--- config.mk ---
export PLATFORM = sky130hd
export DESIGN_NAME = sequence_stats_collector_flat
export DESIGN_NICKNAME = d
export VERILOG_FILES = /design/src/rtl/sequence_stats_collector_if.sv /design/src/rtl/sequence_stats_collector.sv /design/src/flat_wrapper.sv
export SDC_FILE = /design/constraint.sdc
export NUM_CORES = 1
export LEC_CHECK = 0
export CAP_MARGIN = 30
export CORE_MARGIN = 4
export CORE_UTILIZATION = 41
export CTS_CLUSTER_SIZE = 16
export DETAILED_ROUTE_END_ITERATION = 12
export GPL_TIMING_DRIVEN = 0
export PLACE_DENSITY = 0.74
export SKIP_CTS_REPAIR_TIMING = 1
export SLEW_MARGIN = 20
export SYNTH_ARGS = -nofsm -noshare
export SYNTH_HDL_FRONTEND = slang
export SYNTH_SLANG_ARGS = --single-unit
--- constraint.sdc ---
create_clock -name clk -period 4.4 [get_ports clk]
set_input_delay 0.44 -clock clk [delete_from_list [all_inputs] [get_ports clk]]
set_output_delay 0.44 -clock clk [all_outputs]
set_load 0.02 [all_outputs]
--- src/rtl/sequence_stats_collector_if.sv ---
// Sample stream into the statistics collector and summary record out.
// The record side is a valid/ready handshake; master drives samples, slave reports.
interface sequence_stats_collector_if #(
    parameter int WIDTH   = 32,
    parameter int COUNT_W = 16,
    parameter int SUM_W   = 48
);
    logic                    in_valid;
    logic signed [WIDTH-1:0] in_value;
    logic                    in_done;
    logic                    out_valid;
    logic                    out_ready;
    logic [COUNT_W-1:0]      out_count;
    logic signed [SUM_W-1:0] out_sum;
    logic signed [WIDTH-1:0] out_min;
    logic signed [WIDTH-1:0] out_max;
    logic                    out_range_err;
    logic                    out_overrun;
    logic [COUNT_W-1:0]      out_step_err_cnt;

    modport master (
        output in_valid, in_value, in_done, out_ready,
        input  out_valid, out_count, out_sum, out_min, out_max,
        input  out_range_err, out_overrun, out_step_err_cnt
    );

    modport slave (
        input  in_valid, in_value, in_done, out_ready,
        output out_valid, out_count, out_sum, out_min, out_max,
        output out_range_err, out_overrun, out_step_err_cnt
    );
endinterface

--- src/rtl/sequence_stats_collector.sv ---
// Per-run count/sum/min/max/range statistics, one record per done rising edge.
// Optional step checking is enabled with `define SEQ_STATS_STEP_CHECK_EN.
module sequence_stats_collector #(
    parameter int WIDTH   = 32,
    parameter int COUNT_W = 16,
    parameter int SUM_W   = 48
) (
    input  logic                    clk,
    input  logic                    rst,
    sequence_stats_collector_if.slave bus,
    input  logic signed [WIDTH-1:0] range_min,
    input  logic signed [WIDTH-1:0] range_max,
    input  logic signed [WIDTH-1:0] exp_step,
    output logic                    busy
);
    typedef enum logic [1:0] {
        IDLE,
        ACCUM,
        REPORT
    } state_t;

    localparam logic [COUNT_W-1:0] CNT_MAX = '1;
    localparam logic [COUNT_W-1:0] CNT_ONE = {{(COUNT_W-1){1'b0}}, 1'b1};

    state_t                  state;
    logic                    done_q;
    logic [COUNT_W-1:0]      cnt;
    logic signed [SUM_W-1:0] sum;
    logic signed [WIDTH-1:0] mn;
    logic signed [WIDTH-1:0] mx;
    logic                    rerr;
    logic                    ovr_pend;

    logic                    r_valid;
    logic [COUNT_W-1:0]      r_count;
    logic signed [SUM_W-1:0] r_sum;
    logic signed [WIDTH-1:0] r_min;
    logic signed [WIDTH-1:0] r_max;
    logic                    r_rerr;
    logic                    r_ovr;

    logic signed [WIDTH-1:0] v;
    logic signed [SUM_W-1:0] v_ext;
    logic                    trig;
    logic                    take;
    logic                    first;
    logic                    v_err;
    logic                    enter_rep;
    logic                    acc_clr;

    logic [COUNT_W-1:0]      nx_cnt;
    logic signed [SUM_W-1:0] nx_sum;
    logic signed [WIDTH-1:0] nx_min;
    logic signed [WIDTH-1:0] nx_max;
    logic                    nx_rerr;

    assign v         = bus.in_value;
    assign v_ext     = {{(SUM_W-WIDTH){v[WIDTH-1]}}, v};
    assign trig      = bus.in_done & ~done_q;
    assign take      = bus.in_valid && (state != REPORT);
    assign first     = (state == IDLE);
    assign v_err     = (v < range_min) || (v > range_max);
    assign enter_rep = trig && (state != REPORT);
    assign acc_clr   = (state == REPORT) && r_valid && bus.out_ready;
    assign busy      = (state != IDLE);

    // Accumulator values after folding in this cycle's sample (if any).
    always_comb begin
        nx_cnt  = cnt;
        nx_sum  = sum;
        nx_min  = mn;
        nx_max  = mx;
        nx_rerr = rerr;
        if (take) begin
            if (first) begin
                nx_cnt = CNT_ONE;
                nx_sum = v_ext;
                nx_min = v;
                nx_max = v;
            end else begin
                if (cnt != CNT_MAX) nx_cnt = cnt + CNT_ONE;
                nx_sum = sum + v_ext;
                if (v < mn) nx_min = v;
                if (v > mx) nx_max = v;
            end
            if (v_err) nx_rerr = 1'b1;
        end
    end

    // Run FSM: accumulate, latch the record on a done edge, clear on handoff.
    always_ff @(posedge clk) begin
        if (rst) begin
            state    <= IDLE;
            done_q   <= 1'b0;
            cnt      <= '0;
            sum      <= '0;
            mn       <= '0;
            mx       <= '0;
            rerr     <= 1'b0;
            ovr_pend <= 1'b0;
            r_valid  <= 1'b0;
            r_count  <= '0;
            r_sum    <= '0;
            r_min    <= '0;
            r_max    <= '0;
            r_rerr   <= 1'b0;
            r_ovr    <= 1'b0;
        end else begin
            done_q <= bus.in_done;
            unique case (state)
                IDLE, ACCUM: begin
                    if (take) begin
                        cnt  <= nx_cnt;
                        sum  <= nx_sum;
                        mn   <= nx_min;
                        mx   <= nx_max;
                        rerr <= nx_rerr;
                    end
                    if (trig) begin
                        r_valid  <= 1'b1;
                        r_count  <= nx_cnt;
                        r_sum    <= nx_sum;
                        r_min    <= nx_min;
                        r_max    <= nx_max;
                        r_rerr   <= nx_rerr;
                        r_ovr    <= ovr_pend;
                        ovr_pend <= 1'b0;
                        state    <= REPORT;
                    end else if (take) begin
                        state <= ACCUM;
                    end
                end
                REPORT: begin
                    if (bus.in_valid) ovr_pend <= 1'b1;
                    if (acc_clr) begin
                        r_valid <= 1'b0;
                        cnt     <= '0;
                        sum     <= '0;
                        mn      <= '0;
                        mx      <= '0;
                        rerr    <= 1'b0;
                        state   <= IDLE;
                    end
                end
                default: state <= IDLE;
            endcase
        end
    end

`ifdef SEQ_STATS_STEP_CHECK_EN
    logic signed [WIDTH-1:0] prev;
    logic [COUNT_W-1:0]      serr;
    logic [COUNT_W-1:0]      nx_serr;
    logic [COUNT_W-1:0]      r_serr;
    logic signed [WIDTH:0]   diff;
    logic                    step_bad;

    // Step mismatch detection; bound values are wrap/clamp points and exempt.
    always_comb begin
        diff     = {v[WIDTH-1], v} - {prev[WIDTH-1], prev};
        step_bad = take && !first
                && (v != range_min) && (v != range_max)
                && (diff != {exp_step[WIDTH-1], exp_step});
        nx_serr  = serr;
        if (step_bad && (serr != CNT_MAX)) nx_serr = serr + CNT_ONE;
    end

    // Step error counter, previous sample and its record copy.
    always_ff @(posedge clk) begin
        if (rst) begin
            prev   <= '0;
            serr   <= '0;
            r_serr <= '0;
        end else begin
            if (acc_clr) begin
                prev <= '0;
                serr <= '0;
            end else if (take) begin
                prev <= v;
                serr <= nx_serr;
            end
            if (enter_rep) r_serr <= nx_serr;
        end
    end

    assign bus.out_step_err_cnt = r_serr;
`else
    logic unused_step;
    assign unused_step          = ^{exp_step, enter_rep};
    assign bus.out_step_err_cnt = '0;
`endif

    assign bus.out_valid     = r_valid;
    assign bus.out_count     = r_count;
    assign bus.out_sum       = r_sum;
    assign bus.out_min       = r_min;
    assign bus.out_max       = r_max;
    assign bus.out_range_err = r_rerr;
    assign bus.out_overrun   = r_ovr;
endmodule

--- src/flat_wrapper.sv ---
// flat-port wrapper written by rule: the top's interface ports become plain ports
module sequence_stats_collector_flat 
#(
    parameter int WIDTH   = 32,
    parameter int COUNT_W = 16,
    parameter int SUM_W   = 48
)
  (clk, rst, range_min, range_max, exp_step, busy, bus_in_valid, bus_in_value, bus_in_done, bus_out_ready, bus_out_valid, bus_out_count, bus_out_sum, bus_out_min, bus_out_max, bus_out_range_err, bus_out_overrun, bus_out_step_err_cnt);
  sequence_stats_collector_if #(.WIDTH(WIDTH), .COUNT_W(COUNT_W), .SUM_W(SUM_W)) bus_i ();
  input  logic clk;
  input  logic rst;
  input  logic signed [WIDTH-1:0] range_min;
  input  logic signed [WIDTH-1:0] range_max;
  input  logic signed [WIDTH-1:0] exp_step;
  output logic busy;
  input wire logic [$bits(bus_i.in_valid)-1:0] bus_in_valid;
  input wire logic [$bits(bus_i.in_value)-1:0] bus_in_value;
  input wire logic [$bits(bus_i.in_done)-1:0] bus_in_done;
  input wire logic [$bits(bus_i.out_ready)-1:0] bus_out_ready;
  output wire logic [$bits(bus_i.out_valid)-1:0] bus_out_valid;
  output wire logic [$bits(bus_i.out_count)-1:0] bus_out_count;
  output wire logic [$bits(bus_i.out_sum)-1:0] bus_out_sum;
  output wire logic [$bits(bus_i.out_min)-1:0] bus_out_min;
  output wire logic [$bits(bus_i.out_max)-1:0] bus_out_max;
  output wire logic [$bits(bus_i.out_range_err)-1:0] bus_out_range_err;
  output wire logic [$bits(bus_i.out_overrun)-1:0] bus_out_overrun;
  output wire logic [$bits(bus_i.out_step_err_cnt)-1:0] bus_out_step_err_cnt;
  assign bus_i.in_valid = bus_in_valid;
  assign bus_i.in_value = bus_in_value;
  assign bus_i.in_done = bus_in_done;
  assign bus_i.out_ready = bus_out_ready;
  assign bus_out_valid = bus_i.out_valid;
  assign bus_out_count = bus_i.out_count;
  assign bus_out_sum = bus_i.out_sum;
  assign bus_out_min = bus_i.out_min;
  assign bus_out_max = bus_i.out_max;
  assign bus_out_range_err = bus_i.out_range_err;
  assign bus_out_overrun = bus_i.out_overrun;
  assign bus_out_step_err_cnt = bus_i.out_step_err_cnt;
  sequence_stats_collector #(.WIDTH(WIDTH), .COUNT_W(COUNT_W), .SUM_W(SUM_W)) u_core (.clk(clk), .rst(rst), .bus(bus_i), .range_min(range_min), .range_max(range_max), .exp_step(exp_step), .busy(busy));
endmodule
==> results.py <==
metrics = {
    "worst_setup_path": {
        "critPathTopFamily": "compound AO/OA/AOI/OAI gates",
        "crit_chain": "clkdlybuf4s50_1, ha_1, nand2_1, o21ai_0, nor3b_2, o21ai_2, and2_4, o41ai_1, o21ai_0, a31oi_1, a211oi_1",
        "worstSetupEndpointType": "flop",
        "worstPathMaxFanout": 10,
        "worst-endpoint-required_ns": 4.81,
        "worst_path_largest_cell_delay_ns": 0.92,
        "start_kind": "primary input",
        "cp.arrival_ns": 4.67,
        "cp_common_cell": "o21ai_0",
        "crit_type": "in2reg",
        "critPathBufInv": 1,
        "critPathSlowestCell": "o41ai_1",
    },
    "timing": {
        "finalCriticalPeriod_ns": 4.26,
        "max_freq_ghz": 0.235,
        "finalHoldViolations": 0,
        "hold_ws_ns": 0.457,
        "drv_slew": 0,
        "rsz0062_at_grt": "no",
        "maxSlewHeadroom_pct": 31.9,
        "setup_violations": 0,
        "worstMarginPinSlew_ns": 1.01,
        "fin_crit_sh_pct": 96.8,
        "skew_ns": 0.0285,
    },
    "logic_synthesis": {
        "synthDistinctLibCells": 82,
        "synth_top_area_share_pct": 31.4,
        "synth_seq_cells": 264,
        "synth-seq-area-share_pct": 31.4,
        "synth-edff-count": 0,
        "synth.area.top_cells": "dfxtp_1, ha_1, a21oi_1",
        "yosysTopAreaCell": "dfxtp_1",
        "avgSynthCellArea_um2": 8.12,
        "synth_ff_type": "dfxtp_1",
        "netlist_area_mm2": 0.0168,
        "syn-instance-count": 2071,
        "synthArstFlopShare_pct": 0,
        "ys_warn_count": 0,
    },
    "detailed_routing": {
        "ant_nets": 0,
        "viasPerCell": 6.01,
        "drc": 0,
        "vias": 17413,
        "drt_iter0_markers": 1562,
        "dr.pass1.iters": 5,
        "wl_per_cell_um": 23.5,
        "routed_wl_um": 68100,
    },
    "placement": {
        "place_hpwl_um": 51900,
        "dp_cells": 2843,
        "io_buffers": 231,
        "place_congestion": 0.976,
    },
    "global_routing": {
        "track_usage_pct": 28.9,
        "antenna_found_initial": 2,
        "use_met3_pct": 4.84,
        "grt_use_met1_pct": 37.1,
        "grt_util_met2_pct": 47.4,
        "busiest_layer": "met2",
        "overflow": 0,
        "grt_pass1_vias": 16828,
        "grt_pass1_wl_um": 101000,
        "grt_max_degree": 23,
    },
    "die": {
        "start_util_pct": 41.9,
        "die_w_um": 211,
        "row_count": 73,
        "core_area_mm2": 0.0402,
        "io_pins": 281,
        "die_area_mm2": 0.0443,
        "die_h_um": 211,
    },
    "cts": {
        "root_buffer": "clkbuf_16",
        "h-tree-depth": 1,
        "cts_tree": "yes",
        "clk_latency_ns": 0.58,
        "cts_max_path_buffers": 3,
        "clkTransAtPathRegs_ns": 0.06,
        "clock_sinks": 264,
        "cts_buffers": 30,
    },
    "pwr": {
        "seqPwrFrac_pct": 37.0,
        "power.density_mw_per_mm2": 349,
        "max-vdd-ir-drop_mv": 0.326,
        "switching_share_pct": 33.8,
        "p_leak_uw": 0.00863,
        "p_sw_uw": 2460,
        "comb_power_share_pct": 27.8,
        "clkPwrFrac_pct": 35.3,
        "internal_power_uw": 4820,
    },
    "final_layout": {
        "nFillCells": 3816,
        "fin_nets": 2658,
        "diodes": 0,
        "drive_gt1_share_pct": 4.30,
        "instances_no_fill": 2898,
        "area_growth_pct": 24.0,
    },
    "status": {
        "run_status": "finished, final reports clean",
    },
    "run": {
        "cap_viol_max_count": 0,
    },
    "hold_path": {
        "hp-class": "reg2reg",
    },
}
==> worst paths after layout <==
kind                            end  slack, ns  cells after the start                    from
min reg2reg  u_core.bus.out_sum[24]       0.46                      2  u_core.bus.out_sum[24]
max          u_core.bus.out_sum[38]       0.14                     11         bus_in_value[4]
min          u_core.bus.out_sum[24]       0.46                      2  u_core.bus.out_sum[24]
max reg2reg  u_core.bus.out_sum[38]       0.34                     11           u_core.sum[0]
==> cells by family (layout without fill, tap and decap cells) <==
logic type / count (synthesis) / after routing / synth area share (%)
muxes: 68 / 68 / 4.05
other: 1 / 16 / 0.0223
xor gates and xnor gates: 46 / 46 / 2.40
AOI/OAI and AO/OA: 740 / 740 / 28.3
DFF: 264 / 264 / 31.4
adders and majority gates: 175 / 175 / 13.1
and+or+nand+nor: 488 / 488 / 13.8
buffers and inverters: 289 / 576 / 6.95
==> registers in the layout, summed over array words and instances (netlist names) <==
register and count:
u_core.cnt 16, u_core.mx 32, u_core.bus.out_overrun 1, u_core.bus.out_max 32, u_core.rerr 1, u_core.state 2
u_core.done_q 1, u_core.bus.out_min 32, u_core.mn 32, u_core.sum 48, u_core.bus.out_valid 1, u_core.bus.out_sum 48
u_core.ovr_pend 1, u_core.bus.out_range_err 1, u_core.bus.out_count 16
==> synthesized netlist by cell type, drive strengths merged, types with 4 or more instances <==
| cell | n |
|---|---|
| nor4 | 5 |
| a21oi | 233 |
| or2 | 4 |
| nand3 | 42 |
| a2111oi | 7 |
| nand3b | 5 |
| xor2 | 15 |
| a211o | 5 |
| nand4 | 51 |
| o21ai | 170 |
| a22oi | 16 |
| o21bai | 13 |
| nor2 | 157 |
| and2 | 5 |
| clkbuf | 109 |
| buf | 38 |
| xnor2 | 31 |
| a211oi | 42 |
| nor3b | 6 |
| a311oi | 4 |
| a21o | 69 |
| nor2b | 15 |
| o21a | 18 |
| nor3 | 24 |
| a31oi | 19 |
| or3 | 11 |
| nand2 | 126 |
| dfxtp | 264 |
| ha | 174 |
| and3 | 12 |
| o2bb2ai | 4 |
| inv | 142 |
| o22a | 5 |
| o211ai | 9 |
| mux2i | 68 |
| a222oi | 8 |
| o31ai | 8 |
| a221o | 5 |
| nand2b | 17 |
| a22o | 74 |
==> power groups by stage <==
stage | clock network [uW] | registers [uW] | logic, uW
finish | 2570 | 2690 | 2020
global placement | 0 | 2730 | 1930
global route | 2670 | 2700 | 2170
floorplan | 0 | 2800 | 1090
detailed placement | 0 | 2730 | 1970
CTS | 2580 | 2680 | 1990
==> layout by cell type (no fill, tap or decap), drive strengths merged, types with 8 or more instances in the layout <==
cell,synthesis,routed
inv,142,145
clkdlybuf4s50,0,230
o31ai,8,8
clkinv,0,10
dfxtp,264,264
o21bai,13,13
a211oi,42,42
o21ai,170,170
ha,174,174
nor3,24,24
xnor2,31,31
nor2,157,157
nand2b,17,17
a22oi,16,16
mux2i,68,68
clkbuf,109,149
nand2,126,126
a21oi,233,233
or3,11,11
a31oi,19,19
o21a,18,18
a22o,74,74
xor2,15,15
nor2b,15,15
conb,1,16
nand4,51,51
a222oi,8,8
a21o,69,69
buf,38,40
nand3,42,42
and3,12,12
o211ai,9,9
==> routing by layer <==
| layer | wire (um) | share of wire (%) |
|---|---|---|
| met1 | 28000 | 41 |
| met2 | 30900 | 45 |
| met3 | 5420 | 7.9 |
| met4 | 3820 | 5.6 |
| met5 | 24 | 0.035 |
==> worst reg2reg max path: cells and delay by family (launching register included) <==
kind	cells	cell delay [ns]
and+or+nand+nor	2	0.62
DFF	1	0.47
AOI/OAI and AO/OA	7	2.29
adders and majority gates	2	0.53
==> layout make-up <==
type                       instances  area [um^2]  area share [%]
tap                              525          657            3.15
buffer                           147          636            3.05
inverter                         142          533            2.55
sequential                       264         5290            25.3
timing repair buffer             232         2320            11.1
clock buffer                      40          860            4.12
clock inverter                    15          136           0.654
multi-input combinational       1533        10400            50.0
==> metrics by stage <==
step / cell area [um^2] / setup TNS [ns] / power [uW] / util, % / worst slack [ns]
after global placement: 19800 / -108.38 / 4660 / 49.4 / -1.04
after CTS: 20900 / 0 / 7250 / 51.9 / 0.0897
after floorplan: 16900 / 0 / 3890 / - / 1.42
after detailed placement: 19900 / -23.66 / 4710 / 49.4 / -0.498
after global routing: 20900 / 0 / 7550 / 51.9 / 0.0242
final: 20900 / 0 / 7270 / 51.9 / 0.139
(Power assumes the default switching activity.)
